==> config.mk <==
export PLATFORM = sky130hd
export DESIGN_NAME = mem_burst_ctrl
export DESIGN_NICKNAME = d
export VERILOG_FILES = /design/src/rtl/mem_burst_ctrl.sv
export SDC_FILE = /design/constraint.sdc
export NUM_CORES = 2
export LEC_CHECK = 0
export CAP_MARGIN = 40
export CORE_ASPECT_RATIO = 1.75
export CORE_MARGIN = 3
export CORE_UTILIZATION = 60
export CTS_BUF_LIST = sky130_fd_sc_hd__clkbuf_4
export DETAILED_ROUTE_END_ITERATION = 8
export PLACE_DENSITY = 0.84
export SYNTH_ARGS = -nofsm -noshare
export SYNTH_HDL_FRONTEND = slang
export SYNTH_SLANG_ARGS = --single-unit
==> constraint.sdc <==
create_clock -name clk -period 10.2 [get_ports clk]
set_input_delay 2.04 -clock clk [delete_from_list [all_inputs] [get_ports clk]]
set_output_delay 2.04 -clock clk [all_outputs]
set_load 0.03 [all_outputs]
==> src/rtl/mem_burst_ctrl.sv <==
// Single-port synchronous memory with valid/ready beat handshake, byte strobes,
// incrementing wrap-around bursts, a fixed-latency read pipeline and range errors.
module mem_burst_ctrl #(
    parameter int unsigned WIDTH      = 32,
    parameter int unsigned DEPTH      = 48,
    parameter int unsigned ADDR_WIDTH = $clog2(DEPTH),
    parameter int unsigned LEN_WIDTH  = 4,
    parameter int unsigned RD_LAT     = 2
) (
    input  logic                  clk,
    input  logic                  res,
    input  logic                  valid,
    output logic                  ready,
    input  logic                  wr_rd,
    input  logic [ADDR_WIDTH-1:0] addr,
    input  logic [LEN_WIDTH-1:0]  len,
    input  logic [WIDTH-1:0]      wdata,
    input  logic [WIDTH/8-1:0]    wstrb,
    output logic [WIDTH-1:0]      rdata,
    output logic                  rvalid,
    output logic                  err,
    output logic                  last,
    output logic                  busy
);

    localparam int unsigned NumBytes = WIDTH / 8;
    localparam logic [ADDR_WIDTH:0]   DepthExt = (ADDR_WIDTH + 1)'(DEPTH);
    localparam logic [ADDR_WIDTH-1:0] LastAddr = ADDR_WIDTH'(DEPTH - 1);
    // Pipeline holds only the final read beat, sitting in the output stage.
    localparam logic [RD_LAT-1:0]     PipeTail = RD_LAT'(1) << (RD_LAT - 1);

    typedef enum logic [1:0] {StIdle, StBurst, StDrain} state_e;

    state_e                state_q, state_d;
    logic                  alive_q;
    logic                  wr_q;
    logic [LEN_WIDTH-1:0]  cnt_q;
    logic [ADDR_WIDTH-1:0] cur_addr_q;
    logic                  err_q, last_q;
    logic [RD_LAT-1:0]     pv_q;
    logic [WIDTH-1:0]      pd_q [RD_LAT];

    logic [WIDTH-1:0]      mem [0:DEPTH-1];

    logic                  accept, beat_wr, final_beat, in_range;
    logic [ADDR_WIDTH-1:0] beat_addr, next_addr;
    logic [WIDTH-1:0]      rd_word;

    assign accept = valid && ready;

    always_comb begin
        beat_addr  = (state_q == StIdle) ? addr : cur_addr_q;
        beat_wr    = (state_q == StIdle) ? wr_rd : wr_q;
        final_beat = (state_q == StIdle) ? (len == '0) : (cnt_q == LEN_WIDTH'(1));
        in_range   = {1'b0, beat_addr} < DepthExt;
        next_addr  = (beat_addr == LastAddr) ? '0 : beat_addr + 1'b1;
        rd_word    = in_range ? mem[beat_addr] : '0;
    end

    always_ff @(posedge clk or posedge res) begin
        if (res) begin
            state_q <= StIdle;
        end else begin
            state_q <= state_d;
        end
    end

    always_comb begin
        state_d = state_q;
        unique case (state_q)
            StIdle:  if (accept) state_d = final_beat ? (beat_wr ? StIdle : StDrain) : StBurst;
            StBurst: if (accept && final_beat) state_d = beat_wr ? StIdle : StDrain;
            StDrain: if (pv_q == PipeTail) state_d = StIdle;
            default: state_d = StIdle;
        endcase
    end

    always_comb begin
        ready = alive_q && (state_q != StDrain);
        busy  = (state_q != StIdle);
    end

    always_ff @(posedge clk or posedge res) begin
        if (res) begin
            alive_q    <= 1'b0;
            wr_q       <= 1'b0;
            cnt_q      <= '0;
            cur_addr_q <= '0;
            err_q      <= 1'b0;
            last_q     <= 1'b0;
            pv_q       <= '0;
            for (int unsigned k = 0; k < RD_LAT; k++) pd_q[k] <= '0;
        end else begin
            alive_q <= 1'b1;
            if (accept) begin
                if (state_q == StIdle) wr_q <= wr_rd;
                cnt_q      <= (state_q == StIdle) ? len : cnt_q - 1'b1;
                cur_addr_q <= next_addr;
            end
            err_q   <= accept && !in_range;
            last_q  <= accept && final_beat;
            pv_q[0] <= accept && !beat_wr;
            if (accept && !beat_wr) pd_q[0] <= rd_word;
            for (int unsigned k = 1; k < RD_LAT; k++) begin
                pv_q[k] <= pv_q[k-1];
                if (pv_q[k-1]) pd_q[k] <= pd_q[k-1];
            end
        end
    end

    // Storage is deliberately not reset so contents survive a mid-burst reset.
    always_ff @(posedge clk) begin
        if (accept && beat_wr && in_range) begin
            for (int unsigned b = 0; b < NumBytes; b++) begin
                if (wstrb[b]) mem[beat_addr][8*b +: 8] <= wdata[8*b +: 8];
            end
        end
    end

    assign rvalid = pv_q[RD_LAT-1];
    assign rdata  = pd_q[RD_LAT-1];
    assign err    = err_q;
    assign last   = last_q;

endmodule

# Word level (Yosys, flattened, before mapping)
# Memories as Yosys holds them, arrays and structs flattened.
# Index checks and enable logic that the tools add are counted.
# classes
reduce_logical	13
eq_ne	9
n_lt_le_gt_ge	1
n_mux	24
n_addsub	2
# ops
cell	count
$mux W32	1
$mux W1	14
$mux W6	2
$mux W2	5
$ne A2 B2 Y1 const B	4
$logic_and A1 B1 Y1	7
$add A6 B1 Y6 const B	1
$eq A6 B6 Y1 const B	1
$lt A6 B6 Y1 const B	1
$pmux W2 S3	1
$eq A2 B2 Y1 const B	2
$eq A4 B1 Y1 const B	1
$logic_not A4 Y1	1
$mux W4	1
$sub A4 B1 Y4 const B	1
$reduce_and A3 Y1	1
$eq A2 B1 Y1 const B	1
$logic_not A1 Y1	2
$logic_not A2 Y1	1
$reduce_bool A2 Y1	1
# totals
input_bits	50
mem_count	1
reg_bits	82
ram_bits	1536
elab_cells	60
output_inout_bits	37
# memory_table
name	words	width	read_ports	rd_ports_with_merged_regs	wr	line	source
mem	48	32	1	0	1	43	logic [WIDTH-1:0] mem [0:DEPTH-1];

# Logic depth before layout (Yosys ltp)
# logic_depth
word_depth	7
depth_mapped	14
ltp_nobuf	9

# Least setup slack after synthesis
# OpenSTA, ideal clock, no wires.
# synth_timing
path_kind	input to register
start	input port addr[1]
end	memory mem[0][10] (enable)
slack_ns	5.684
setup_time_ns	0.383
arrival_ns	4.132
cell_stages	9
path_buffers	6
t_required_ns	9.817
cell_sequence	clkbuf_1 > nor2_1 > a22oi_1 > buf_2 > buf_4 > buf_2 > buf_1 > clkbuf_1 > nor3_1
# synth_via
elab_chain_cells	5
# synth_lines
element	line	source
start, declared	15	input logic [ADDR_WIDTH-1:0] addr,
$mux W6 (*)	52	beat_addr = (state_q == StIdle) ? addr : cur_addr_q;
$lt A6 B6 Y1	55	in_range = {1'b0, beat_addr} < DepthExt;
$logic_and A1 B1 Y1	113	if (accept && beat_wr && in_range) begin
$mux W1	113	
$mux W1 (not written as such)	115	if (wstrb[b]) mem[beat_addr][8*b +: 8] <= wdata[8*b +: 8];
end, declared	43	
# Mark *: on every way between the ends. The rest lies on a longest branch, timed or not.

# Worst setup path after layout
# layout_timing
start	register state_q[0]
end	output port busy
# layout_via
elab_chain_cells	1
# layout_lines
element	line	source
start, declared	34	state_e state_q, state_d;
start signal, assigned	62	state_q <= StIdle;
start signal, assigned	64	state_q <= state_d;
$reduce_bool A2 Y1	80	busy = (state_q != StIdle);
end, declared	23	output logic busy
# No other way between the ends.

==> results.py <==
metrics = {
    "outcome": {
        "status": "completed",
    },
    "yosys": {
        "synth-seq-cells": 1618,
        "syn_avg_cell_area_sq_um": 15.5,
        "yosysWarnings": 0,
        "synth_area_leaders": "edfxtp_1 (74%), o22ai_1 (4.1%), dfrtp_1 (3.3%), nor3_1 (2.3%), a21oi_1 (1.8%)",
        "yosysTopAreaCellShare_pct": 74.3,
        "synthFlopType": "edfxtp_1",
        "ys_types": 81,
        "synth_area_leader_cell": "edfxtp_1",
        "synth_fp_nets": 4068,
        "synth_area_sq_um": 62100,
        "synthCells": 4015,
        "synth_edf_count": 1536,
        "synth-async-reset-ratio_pct": 5.07,
        "ys_seq_area_share_pct": 77.6,
    },
    "setup_path": {
        "worstSetupPathType": "register to output pin",
        "slowest_delay_ps": 930,
        "critPathMaxFanout": 23,
        "rr_worst_depth": 9,
        "crit_family": "buffers and inverters",
        "cp_cell_sequence": "nor2_2 > buf_4 > inv_2 > clkdlybuf4s50_1",
        "worst-path-stages": 4,
        "cpMaxStageDelayCell": "dfrtp_1",
        "cp-start-kind": "register",
        "crit_buf_inv": 3,
        "worstPathRequired_ps": 8160,
        "cp.arrival_ps": 3740,
        "endpoint_kind": "output pin",
    },
    "route": {
        "firstDrtPassIters": 6,
        "routed_wirelength_microns": 194000,
        "drc": 0,
        "drt_iter0_markers": 8244,
        "vias": 43300,
        "via_per_inst": 7.21,
        "detail-route-antenna-nets": 0,
        "routedWlPerCell_microns": 32.4,
    },
    "sta": {
        "tightestPinTransition_ps": 1050,
        "skew_ps": 77.7,
        "holdWs_ps": 504,
        "period_minus_slack_ps": 5780,
        "finalSetupViolations": 0,
        "setup_ws_ps": 4420,
        "maxSlewHeadroom_pct": 29.5,
        "rsz0062_at_grt": "false",
        "fin_tns_setup_ps": 0,
        "finalMaxSlewViolations": 0,
        "finalHoldViolations": 0,
        "fmax_mhz": 173,
        "finalCritPeriodShare_pct": 56.7,
    },
    "layout": {
        "syn_to_final_growth_pct": 12.0,
        "fin_nets": 4476,
        "drive_gt1_share_pct": 19.9,
        "nFillCells": 6271,
        "multiInputGateArea_sq_um": 12400,
        "ff_latch_area_sq_um": 48200,
        "stdcell_count": 5999,
    },
    "global_route": {
        "grt_use_total_pct": 35.6,
        "first_global_vias": 42800,
        "use_met2_pct": 56.6,
        "grt_start_max_net_pins": 112,
        "grt_pass1_wl_microns": 279000,
        "gr-total-overflow": 0,
        "busiest_layer": "met2",
        "antenna_found_initial": 7,
        "use_met3_pct": 10.2,
        "gr-usage-met1_pct": 40.1,
    },
    "cts": {
        "cts_buffer_depth": 4,
        "cts_buffers": 339,
        "clk_latency_ps": 1300,
        "clock_sinks": 1618,
        "clk_pin_slew_ps": 70,
        "cts_resized": 0,
        "clk_root_buffer_cell": "clkbuf_4",
        "cts_hold_buf": 0,
        "post_cts_buffers": 0,
        "htree_levels": 5,
        "tritoncts": "done",
    },
    "die": {
        "initial_core_util_pct": 60.6,
        "pin_count": 87,
        "die_h_microns": 431,
        "die_area_sq_um": 107000,
        "num_rows": 155,
        "core_sq_um": 102000,
        "die_w_microns": 249,
    },
    "min_path": {
        "hold_path.class": "register to register",
        "hold_path_depth": 2,
    },
    "place": {
        "globalplace.congestion": 0.937,
        "dp.cells": 5401,
        "post-place-ws_ps": 3750,
        "io_buffer_count": 86,
        "dp_hpwl_microns": 114000,
    },
    "pwr": {
        "cellLeakagePower_uw": 0.0231,
        "power-per-cell-area_nw_per_um2": 174,
        "ir_drop_mv": 0.100,
    },
    "flow_run": {
        "maxCapViolCount": 0,
    },
}
## cells by family after synthesis
family,Yosys count,synth area share [%]
fa+ha+maj,3,0.0605
buf+inv,342,2.58
other cells,1,0.00604
xor+xnor,2,0.0282
flops,1618,77.6
compound gates,1053,11.3
simple gates,922,7.14
mux,74,1.30
## synth_stat cells, types with 26 or more instances
cell and number:
a211oi_1 33, a21oi_1 223, buf_1 41, buf_2 104, buf_4 38, clkbuf_1 143, dfrtp_1 82, edfxtp_1 1536
mux2_2 46, mux2i_1 26, nand2_1 186, nor2_1 229, nor3_1 284, nor4_1 72, o21ai_0 85, o221ai_1 30
o22ai_1 403, o31ai_1 27, o32a_1 28, or3_1 39
## stage by stage
stage	utilization, %	cell area (sq um)	total power (uW)
global placement	63.2	64700	7550
detailed placement	63.8	65300	7560
global route	67.9	69500	12400
CTS	67.8	69400	12100
finish	67.9	69500	12100
floorplan	-	62100	7420
## layer usage
| layer | wire (microns) | share of wire [%] |
|---|---|---|
| met1 | 54400 | 28 |
| met2 | 90800 | 47 |
| met3 | 28300 | 15 |
| met4 | 20600 | 11 |
| met5 | 14 | 0.0072 |
## final timing paths
check / startpoint / slack [ps] / end
setup / recovery: state_q[0]$_DFFE_PP0P_ / 4420 / busy
hold / removal: cnt_q[1]$_DFFE_PP0N_ / 500 / cnt_q[1]$_DFFE_PP0N_
setup reg to reg: state_q[0]$_DFFE_PP0P_ / 5400 / pd_q[55]$_DFFE_PP0P_
hold reg to reg: cnt_q[1]$_DFFE_PP0N_ / 500 / cnt_q[1]$_DFFE_PP0N_
max in group asynchronous: res / 7690 / rdata[25]$_DFFE_PP0P_
min in group asynchronous: res / 1160 / pd_q[47]$_DFFE_PP0P_
## cells in the final DEF (no fill, tap or decap), types with 14 or more instances in the layout
master / n
edfxtp_1: 1536
clkbuf_4: 472
o22ai_1: 403
nor3_1: 279
nor2_1: 228
buf_4: 228
a21oi_1: 223
nand2_1: 186
clkdlybuf4s50_1: 85
o21ai_0: 84
dfrtp_1: 81
clkinv_1: 74
nor4_1: 72
buf_2: 72
mux2_2: 46
or3_1: 37
a211oi_1: 33
o221ai_1: 30
o32a_1: 28
o31ai_1: 27
o22a_1: 25
clkinv_2: 25
and3_1: 23
mux2i_1: 22
a32oi_1: 19
a21boi_0: 19
a21o_1: 17
nand3_1: 16
a2111oi_0: 16
or4_1: 14
## final cells by class
class,instances,share of cell area (%)
clock inverters,105,0.763
repair buffers,397,4.44
inverters,12,0.0756
clock buffers,472,5.10
multi-input cells,2055,17.9
diodes,6,0.0216
flip-flops and latches,1618,69.3
well taps,1334,2.40
## state kept, by name (all words and copies together) (netlist names)
name,flops
rdata,32
cnt_q,4
pd_q,32
mem,1536
alive_q,1
cur_addr_q,6
pv_q,2
wr_q,1
state_q,2
err,1
last,1
## worst reg2reg max path: cells and delay by family (launching register included)
family | cells | cell delay, ps
AO/OA/AOI/OAI | 6 | 2510
buffers and inverters | 2 | 1260
flip-flops | 1 | 710
AND/OR/NAND/NOR | 1 | 230
## report_power, final
part,leakage [uW],switching (uW),internal (uW),total (uW)
registers,0.0149,0.122,7260,7260
logic,0.00568,132,27.2,159
clock network,0.00245,2410,2240,4650
total,0.0231,2540,9530,12100
No activity file was read; power rests on OpenSTA's default activity.
